--- config.mk ---
export PLATFORM = sky130hd
export DESIGN_NAME = duty_meter
export DESIGN_NICKNAME = d
export VERILOG_FILES = /design/src/rtl/duty_meter.sv
export SDC_FILE = /design/constraint.sdc
export NUM_CORES = 1
export LEC_CHECK = 0
export ABC_AREA = 1
export CORE_MARGIN = 1
export CORE_UTILIZATION = 51
export DETAILED_ROUTE_END_ITERATION = 12
export PLACE_DENSITY = 0.77
export SYNTH_ARGS = -nofsm -noshare
export SYNTH_HDL_FRONTEND = slang
export SYNTH_SLANG_ARGS = --single-unit
--- constraint.sdc ---
create_clock -name clk -period 1.74 [get_ports clk]
set_input_delay 0.435 -clock clk [delete_from_list [all_inputs] [get_ports clk]]
set_output_delay 0.435 -clock clk [all_outputs]
set_load 0.1 [all_outputs]
--- src/rtl/duty_meter.sv ---
// duty_meter: measures high time, period and duty cycle of one sig_in period.
// Optional macro DUTY_METER_PCT_EN builds the serial divider behind duty_pct.
module duty_meter #(
    parameter int CNT_W       = 16,
    parameter int SYNC_STAGES = 2
) (
    input  logic             clk,
    input  logic             rst,
    input  logic             sig_in,
    input  logic             start,
    output logic             busy,
    output logic             valid,
    output logic [CNT_W-1:0] high_cnt,
    output logic [CNT_W-1:0] period_cnt,
    output logic             timeout,
    output logic [6:0]       duty_pct
);
    localparam logic [CNT_W-1:0] MAX = '1;
    typedef enum logic [2:0] {IDLE, WAIT_RISE, MEAS_HIGH, MEAS_LOW, DIV, DONE} state_t;
    state_t                 st_q, st_d;
    logic [SYNC_STAGES-1:0] sync_q, sync_d;
    logic                   dly_q, dly_d;
    logic [CNT_W-1:0]       hi_q, hi_d, per_q, per_d;
    logic [CNT_W-1:0]       high_cnt_q, high_cnt_d, period_cnt_q, period_cnt_d;
    logic                   to_q, to_d, busy_q, busy_d, valid_q, valid_d, timeout_q, timeout_d;
    logic                   sync, rise, fall;
`ifdef DUTY_METER_PCT_EN
    localparam int NW = CNT_W + 7;
    localparam int DW = $clog2(NW);
    logic [NW-1:0]    quo_q, quo_d;
    logic [CNT_W-1:0] rem_q, rem_d;
    logic [CNT_W:0]   shf;
    logic             ge;
    logic [DW-1:0]    dcnt_q, dcnt_d;
    logic [6:0]       duty_q, duty_d;
`endif

    assign sync       = sync_q[SYNC_STAGES-1];
    assign rise       = sync & ~dly_q;
    assign fall       = ~sync & dly_q;
    assign busy       = busy_q;
    assign valid      = valid_q;
    assign high_cnt   = high_cnt_q;
    assign period_cnt = period_cnt_q;
    assign timeout    = timeout_q;
`ifdef DUTY_METER_PCT_EN
    assign duty_pct   = duty_q;
`else
    assign duty_pct   = 7'd0;
`endif

    // Next-state logic: edge detect, measurement FSM, counters, divider and result capture
    always_comb begin
        sync_d = {sync_q[SYNC_STAGES-2:0], sig_in};
        dly_d  = sync;
        st_d   = st_q;
        hi_d   = hi_q;
        per_d  = per_q;
        to_d   = to_q;
`ifdef DUTY_METER_PCT_EN
        quo_d  = quo_q;
        rem_d  = rem_q;
        dcnt_d = dcnt_q;
        shf    = {rem_q, quo_q[NW-1]};
        ge     = shf >= {1'b0, per_q};
`endif
        case (st_q)
            IDLE: if (start) begin
                st_d  = WAIT_RISE;
                hi_d  = '0;
                per_d = '0;
                to_d  = 1'b0;
            end
            WAIT_RISE: if (rise) begin
                st_d  = MEAS_HIGH;
                hi_d  = CNT_W'(1);
                per_d = CNT_W'(1);
            end
            // high_cnt never exceeds period_cnt, so the period counter saturates first
            MEAS_HIGH: if (per_q == MAX) begin
                to_d = 1'b1;
                st_d = DONE;
            end else begin
                per_d = per_q + CNT_W'(1);
                if (fall) st_d = MEAS_LOW;
                else hi_d = hi_q + CNT_W'(1);
            end
            // saturation is checked before rise so a coincident rise still times out
            MEAS_LOW: if (per_q == MAX) begin
                to_d = 1'b1;
                st_d = DONE;
            end else if (rise) begin
`ifdef DUTY_METER_PCT_EN
                st_d   = DIV;
                quo_d  = NW'(hi_q) * NW'(100);
                rem_d  = '0;
                dcnt_d = '0;
`else
                st_d   = DONE;
`endif
            end else begin
                per_d = per_q + CNT_W'(1);
            end
`ifdef DUTY_METER_PCT_EN
            // one restoring-division step per cycle, quotient shifts in from the right
            DIV: begin
                rem_d  = ge ? CNT_W'(shf - {1'b0, per_q}) : shf[CNT_W-1:0];
                quo_d  = {quo_q[NW-2:0], ge};
                dcnt_d = dcnt_q + DW'(1);
                if (dcnt_q == DW'(NW - 1)) st_d = DONE;
            end
`endif
            default: st_d = IDLE;
        endcase
        busy_d       = st_d != IDLE;
        valid_d      = st_d == DONE;
        high_cnt_d   = valid_d ? hi_d : high_cnt_q;
        period_cnt_d = valid_d ? per_d : period_cnt_q;
        timeout_d    = valid_d ? to_d : timeout_q;
`ifdef DUTY_METER_PCT_EN
        duty_d       = valid_d ? (to_d ? 7'd0 : quo_d[6:0]) : duty_q;
`endif
    end

    // FSM, synchronizer, counter and result registers
    always_ff @(posedge clk or negedge rst) begin
        if (!rst) begin
            st_q         <= IDLE;
            sync_q       <= '0;
            dly_q        <= 1'b0;
            hi_q         <= '0;
            per_q        <= '0;
            to_q         <= 1'b0;
            busy_q       <= 1'b0;
            valid_q      <= 1'b0;
            high_cnt_q   <= '0;
            period_cnt_q <= '0;
            timeout_q    <= 1'b0;
        end else begin
            st_q         <= st_d;
            sync_q       <= sync_d;
            dly_q        <= dly_d;
            hi_q         <= hi_d;
            per_q        <= per_d;
            to_q         <= to_d;
            busy_q       <= busy_d;
            valid_q      <= valid_d;
            high_cnt_q   <= high_cnt_d;
            period_cnt_q <= period_cnt_d;
            timeout_q    <= timeout_d;
        end
    end

`ifdef DUTY_METER_PCT_EN
    // Divider state and duty result registers
    always_ff @(posedge clk or negedge rst) begin
        if (!rst) begin
            quo_q  <= '0;
            rem_q  <= '0;
            dcnt_q <= '0;
            duty_q <= '0;
        end else begin
            quo_q  <= quo_d;
            rem_q  <= rem_d;
            dcnt_q <= dcnt_d;
            duty_q <= duty_d;
        end
    end
`endif
endmodule
==> results of run 1 <==
-- metal layers --
layer  part of all wire (%)  track usage [%]  vias to the layer above  routed length [um]
li1                       -                -                     1812                   -
met1                     43            38.77                     1817                5096
met2                     48            46.41                      169                5707
met3                    6.1            4.230                       27                 715
met4                    2.1            9.812                        0                 251
met5                      0                0                        -                   0
-- logic make-up (layout without fill, tap and decap cells) --
family | after synthesis | count (layout) | share of synthesized area (%)
and+or+nand+nor | 306 | 306 | 35.23
buffers and inverters | 79 | 184 | 9.252
DFF | 74 | 74 | 46.89
AOI/OAI and AO/OA | 46 | 46 | 7.129
adders and majority gates | 3 | 3 | 0.9507
xor gates and xnor gates | 2 | 2 | 0.4437
other | 1 | 7 | 0.09497
-- cell type report --
class                           count  area, um^2  share of cell area, %
Clock buffer                       12       155.1                  2.675
Clock inverter                      4       73.82                  1.273
Inverter                           62       242.7                  4.186
Multi-Input combinational cell    364        1992                  34.35
Sequential cell                    74        1853                  31.95
Tap cell                           99       123.9                  2.136
Timing Repair Buffer              106        1359                  23.43
-- layout by cell type, fill, tap and decap left out, types with 4 or more instances in the layout --
cell type and count:
inv_1 48, nor2_2 15, nand3_2 9, buf_4 55, o21ai_1 12, buf_12 39, inv_2 12, dfrtp_1 73
nor2_1 13, nand4_1 10, buf_6 4, conb_1 7, nor3_1 5, nand2_2 17, nand2_1 173, clkbuf_8 11
o21ai_2 7, nand2_4 6, nor2_4 10, nand3_1 36, o21ai_0 7
-- worst register-to-register path: cells and delay by family (launching register included) --
kind | cells | cell delay, ns
flip-flops | 1 | 0.39
AND/OR/NAND/NOR | 9 | 0.91
adder cells (fa/ha/maj) | 1 | 0.20
AO/OA/AOI/OAI | 1 | 0.23
-- stage by stage --
step | worst slack (ns) | setup TNS, ns | hold WS, ns | area, um^2 | cells
2_1_floorplan | 0.005710 | 0 | 0.1394 | 3976 | 517
3_3_place_gp | -0.2053 | -4.130 | 0.3460 | 5144 | 692
3_5_place_dp | -0.2304 | -5.063 | 0.3529 | 5144 | 692
4_1_cts | -0.04045 | -0.1656 | 0.1180 | 5474 | 715
5_1_grt | -0.2118 | -5.494 | 0.1314 | 5799 | 721
6_report | -0.08940 | -1.480 | 0.1013 | 5799 | 721
-- what timing repair did --
item,CTS,global route
buffers inserted,7,4
endpoints found under the setup margin,46,59
gates cloned,0,3
resized for setup,15,66
pin swaps,0,9
-- registers in the layout, summed over array words and instances (netlist names) --
register    count
hi_q           16
high_cnt       16
per_q          16
period_cnt     16
st_q            3
sync_q          2
busy            1
dly_q           1
timeout         1
to_q            1
valid           1
-- power groups by stage --
stage          logic (mW)  clock network, mW  registers [mW]
6_report             6.75               1.54            2.75
5_1_grt              7.04               1.61            2.80
4_1_cts              6.46               1.55            2.74
3_5_place_dp         6.39                  0            2.75
3_3_place_gp         6.32                  0            2.74
2_1_floorplan        1.53                  0            5.00
-- path summary, 6_finish.rpt --
kind                            slack [ns]                        end           startpoint
worst max register to register       -0.09  period_cnt[5]$_DFFE_PN0N_   per_q[0]$_DFF_PN0_
worst min register to register        0.37        sync_q[1]$_DFF_PN0_  sync_q[0]$_DFF_PN0_
min in group clk                      0.37        sync_q[1]$_DFF_PN0_  sync_q[0]$_DFF_PN0_
max in group asynchronous             1.32          st_q[2]$_DFF_PN0_                  rst
worst max-delay path                 -0.09  period_cnt[5]$_DFFE_PN0N_   per_q[0]$_DFF_PN0_
worst min-delay path                  0.10        per_q[12]$_DFF_PN0_                  rst
==> results.sh, run 1 <==
export IMPL_nets=624
export IMPL_ys_seq_area_share_pct=46.89
export IMPL_drtIter0Drc=295
export IMPL_violations="negative setup slack"
export IMPL_area_growth_syn_to_layout_pct=46.86
export IMPL_synth_edf_count=0
export IMPL_slowest_stage="dfrtp_1"
export IMPL_clk_pin_slew_worst_paths_ns=0.08
export IMPL_finalClockSkew_ns=0.009297
export IMPL_hp_class="primary input to async pin"
export IMPL_grt_max_degree=75
export IMPL_dp_final_hpwl_um=7661
export IMPL_peakVddDrop_mv=1.372
export IMPL_path_class="register to register"
export IMPL_synth_area_leaders="dfrtp_1, nand2_1, nand3_1, inv_1, nor2_1"
export IMPL_ctsLongestPathBuffers=2
export IMPL_period_needed_ns=1.829
export IMPL_p_sw_share_pct=50.65
export IMPL_grt_pass1_wl_um=18060
export IMPL_n_antenna_cell=0
export IMPL_worst_path_stages=11
export IMPL_drtAntennaViolNets=0
export IMPL_n_fill_cell=485
export IMPL_synth_top_area_share_pct=46.89
export IMPL_required_ns=1.99
export IMPL_power_internal_mw=5.447
export IMPL_synth_area_um2=3949
export IMPL_finalCritPeriodShare_pct=105.1
export IMPL_worstPathMaxFanout=5
export IMPL_hold_buffers=0
export IMPL_power_density_nw_per_um2=1903
export IMPL_start_util_pct=53.58
export IMPL_grtUsageTotal_pct=28.38
export IMPL_synthTopCellsByCount="nand2_1, dfrtp_1, inv_1"
export IMPL_cp_data_arrival_time_ns=2.08
export IMPL_synth_warnings=0
export IMPL_maxCapViolCount=0
export IMPL_p_switching_mw=5.592
export IMPL_drc=0
export IMPL_drv_slew=0
export IMPL_status="complete, but fails checks"
export IMPL_cts_htree_levels=3
export IMPL_antenna_found_initial=0
export IMPL_cts_tree="built"
export IMPL_worst_path_most_repeated_cell="nand2_1"
export IMPL_fin_ws_ns=-0.08940
export IMPL_yosys_area_top_type="dfrtp_1"
export IMPL_cts_buffers_inserted=9
export IMPL_syn_avg_cell_area_um2=7.728
export IMPL_async_reset_ff_share_pct=100.0
export IMPL_fin_util_pct=78.69
export IMPL_io_buffer_count=38
export IMPL_synth_flop_cell="dfrtp_1"
export IMPL_synth_ff_latch_count=74
export IMPL_pin_count=46
export IMPL_die_area_um2=8098
export IMPL_worst_path_buf_inv=0
export IMPL_viasPerCell=5.305
export IMPL_ys_types=39
export IMPL_cts_root_buf="clkbuf_8"
export IMPL_overflow=0
export IMPL_cpPeakStageDelay_ns=0.39
export IMPL_cp_start_kind="register"
export IMPL_crit_family="simple AND/OR/NAND/NOR gates"
export IMPL_final_layout_size_suffix_gt1_share_pct=34.08
export IMPL_rows=31
export IMPL_p_clk_share_pct=14.0
export IMPL_pwr_share_comb_pct=61.1
export IMPL_setup_viol=33
export IMPL_wire_per_inst_um=16.32
export IMPL_drt_wl_total_um=11770
export IMPL_reg2reg_depth=11
export IMPL_die_h_um=89.99
export IMPL_num_vias=3825
export IMPL_rsz0062_at_grt="yes"
export IMPL_clock_latency_ns=0.36
export IMPL_die_w_um=89.99
export IMPL_globalplace_congestion=0.9655
export IMPL_power_mw=11.04
export IMPL_synthesis_instances=511
export IMPL_grt_pass1_vias=3650
export IMPL_synth_most_common_cell="nand2_1"
export IMPL_clock_sinks=74
export IMPL_core_um2=7370
export IMPL_p_leak_nw=2.904
export IMPL_end_kind="register"
export IMPL_dr_pass1_iters=5
export IMPL_hold_viol_final=0
export IMPL_crit_chain="ha_2 > nand2_2 > nor2_4 > nand2_4 > nor2_4 > nand3_4 > nand4_1 > o21ai_1 > nand2_1 > nand2_1 > nand2_1"
export IMPL_seq_power_share_pct=24.9
export IMPL_max_freq_ghz=0.5466
Note: power is estimated with default switching activity, not from simulation.
==> run 2: changes to the inputs <==
- CORE_UTILIZATION: 51 -> 55
- PLACE_DENSITY: 0.77 -> 0.79
- clock period: 1.74 -> 2.1 ns (I/O delays scaled with it)
==> results.sh, run 2 (synthesized netlist as in run 1, its figures left out) <==
export IMPL_hold_ws_ns=0.04588
export IMPL_required_ns=2.34
export IMPL_layout_common_cells="nand2_1, dfrtp_1, buf_4"
export IMPL_io_buffer_count=38
export IMPL_hold_viol_final=0
export IMPL_place_inst=654
export IMPL_grt_pass1_wl_um=15870
export IMPL_wire_per_inst_um=14.19
export IMPL_maxCapViolCount=0
export IMPL_clock_latency_ns=0.36
export IMPL_grtUsageTotal_pct=27.95
export IMPL_n_antenna_cell=0
export IMPL_drv_slew=0
export IMPL_cpPeakStageDelay_ns=0.37
export IMPL_p_switching_mw=4.246
export IMPL_n_fill_cell=576
export IMPL_tightestPinTransition_ns=0.5454
export IMPL_grt_max_degree=53
export IMPL_num_vias=3494
export IMPL_end_kind="register"
export IMPL_cts_buffers_inserted=9
export IMPL_dp_final_hpwl_um=6886
export IMPL_finalClockSkew_ns=0.01009
export IMPL_crit_chain="ha_1 > nand2_1 > nor2_4 > nand4_2 > nand2_2 > inv_2 > a21oi_1 > inv_1 > or2_1"
export IMPL_postCtsSetupBuffers=0
export IMPL_p_leak_nw=2.437
export IMPL_met1_usage_pct=41.63
export IMPL_dr_pass1_iters=5
export IMPL_globalplace_congestion=0.8520
export IMPL_clk_pin_slew_worst_paths_ns=0.08
export IMPL_drt_wl_total_um=9506
export IMPL_path_class="register to register"
export IMPL_maxSlewHeadroom_pct=63.51
export IMPL_power_mw=7.534
export IMPL_slowest_stage="dfrtp_1"
export IMPL_setup_viol=0
export IMPL_drc=0
export IMPL_tns_ns=0
export IMPL_status="finished clean"
export IMPL_final_layout_size_suffix_gt1_share_pct=20.56
export IMPL_die_area_um2=7522
export IMPL_worstPathMaxFanout=8
export IMPL_seq_power_share_pct=27.9
export IMPL_antenna_found_initial=0
export IMPL_power_density_nw_per_um2=1624
export IMPL_period_needed_ns=2.012
export IMPL_finalCritPeriodShare_pct=95.79
export IMPL_cts_htree_levels=3
export IMPL_pwr_share_comb_pct=57.1
export IMPL_overflow=0
export IMPL_drtIter0Drc=332
export IMPL_cp_data_arrival_time_ns=2.25
export IMPL_viasPerCell=5.215
export IMPL_post_place_ws_ns=0.04382
export IMPL_grt_pass1_vias=3199
export IMPL_cts_tree="built"
export IMPL_hp_class="primary input to async pin"
export IMPL_pin_count=46
export IMPL_ctsLongestPathBuffers=2
export IMPL_fin_ws_ns=0.08841
export IMPL_p_clk_share_pct=15.0
export IMPL_clock_sinks=74
export IMPL_start_util_pct=57.49
export IMPL_area_growth_syn_to_layout_pct=17.49
export IMPL_drtAntennaViolNets=0
export IMPL_reg2reg_depth=9
export IMPL_core_um2=6869
export IMPL_cts_root_buf="clkbuf_8"
export IMPL_grt_util_met3_pct=6.000
export IMPL_grt_busiest_layer="met1"
export IMPL_rows=30
export IMPL_p_sw_share_pct=56.35
export IMPL_mostFrequentLayoutCell="nand2_1"
export IMPL_peakVddDrop_mv=1.351
export IMPL_max_freq_ghz=0.4971
export IMPL_cp_start_kind="register"
export IMPL_die_h_um=86.73
export IMPL_fin_cells=670
export IMPL_grt_use_met2_pct=40.48
export IMPL_die_w_um=86.73
export IMPL_nets=576
export IMPL_power_internal_mw=3.288
-- run 2: cell type report --
cell class	count	area (um^2)	area share, %
Clock inverter	7	76.32	1.645
Sequential cell	74	1852	39.91
Clock buffer	9	123.9	2.670
Tap cell	96	120.1	2.589
Inverter	62	232.7	5.016
Timing Repair Buffer	58	465.4	10.03
Multi-Input combinational cell	364	1769	38.13
-- run 2: worst paths after layout --
path	startpoint	slack, ns	to
worst max-delay path	per_q[1]$_DFF_PN0_	0.09	busy$_DFF_PN0_
worst min-delay path	rst	0.05	period_cnt[12]$_DFFE_PN0N_
worst max register to register	per_q[1]$_DFF_PN0_	0.09	busy$_DFF_PN0_
worst min register to register	sync_q[0]$_DFF_PN0_	0.38	sync_q[1]$_DFF_PN0_
max in group asynchronous	rst	1.48	high_cnt[0]$_DFFE_PN0N_
min in group clk	sync_q[0]$_DFF_PN0_	0.38	sync_q[1]$_DFF_PN0_
-- run 2: power groups by stage --
| stage | combinational (mW) | sequential [mW] | clock (mW) |
|---|---|---|---|
| 2_1_floorplan | 1.26 | 4.14 | 0 |
| 3_3_place_gp | 4.24 | 2.11 | 0 |
| 3_5_place_dp | 4.28 | 2.11 | 0 |
| 4_1_cts | 4.30 | 2.10 | 1.16 |
| 5_1_grt | 4.57 | 2.15 | 1.21 |
| 6_report | 4.30 | 2.10 | 1.13 |
-- run 2: critical path: cells and delay by family, from the launching register on --
family | cells | cell delay, ns
AND/OR/NAND/NOR | 5 | 0.99
flip-flops | 1 | 0.37
AO/OA/AOI/OAI | 1 | 0.12
buffers and inverters | 2 | 0.17
adder cells (fa/ha/maj) | 1 | 0.23
-- run 2: per-layer routing --
layer	part of all wire (%)	wire length, um
met5	0	0
met4	1.7	165
met3	5.2	496
met2	44	4144
met1	49	4701
-- run 2: metrics by stage --
step                instance area (um^2)  utilization, %
finish                              4639           67.54
global route                        4639           67.54
CTS                                 4624           67.32
detailed placement                  4424           64.41
global placement                    4424           64.41
floorplan                           3971               -
-- run 2: timing repair --
item,in CTS,in global routing
gates resized for setup,0,4
hold endpoints to repair,0,0
setup endpoints to repair,0,33
hold buffers,0,0
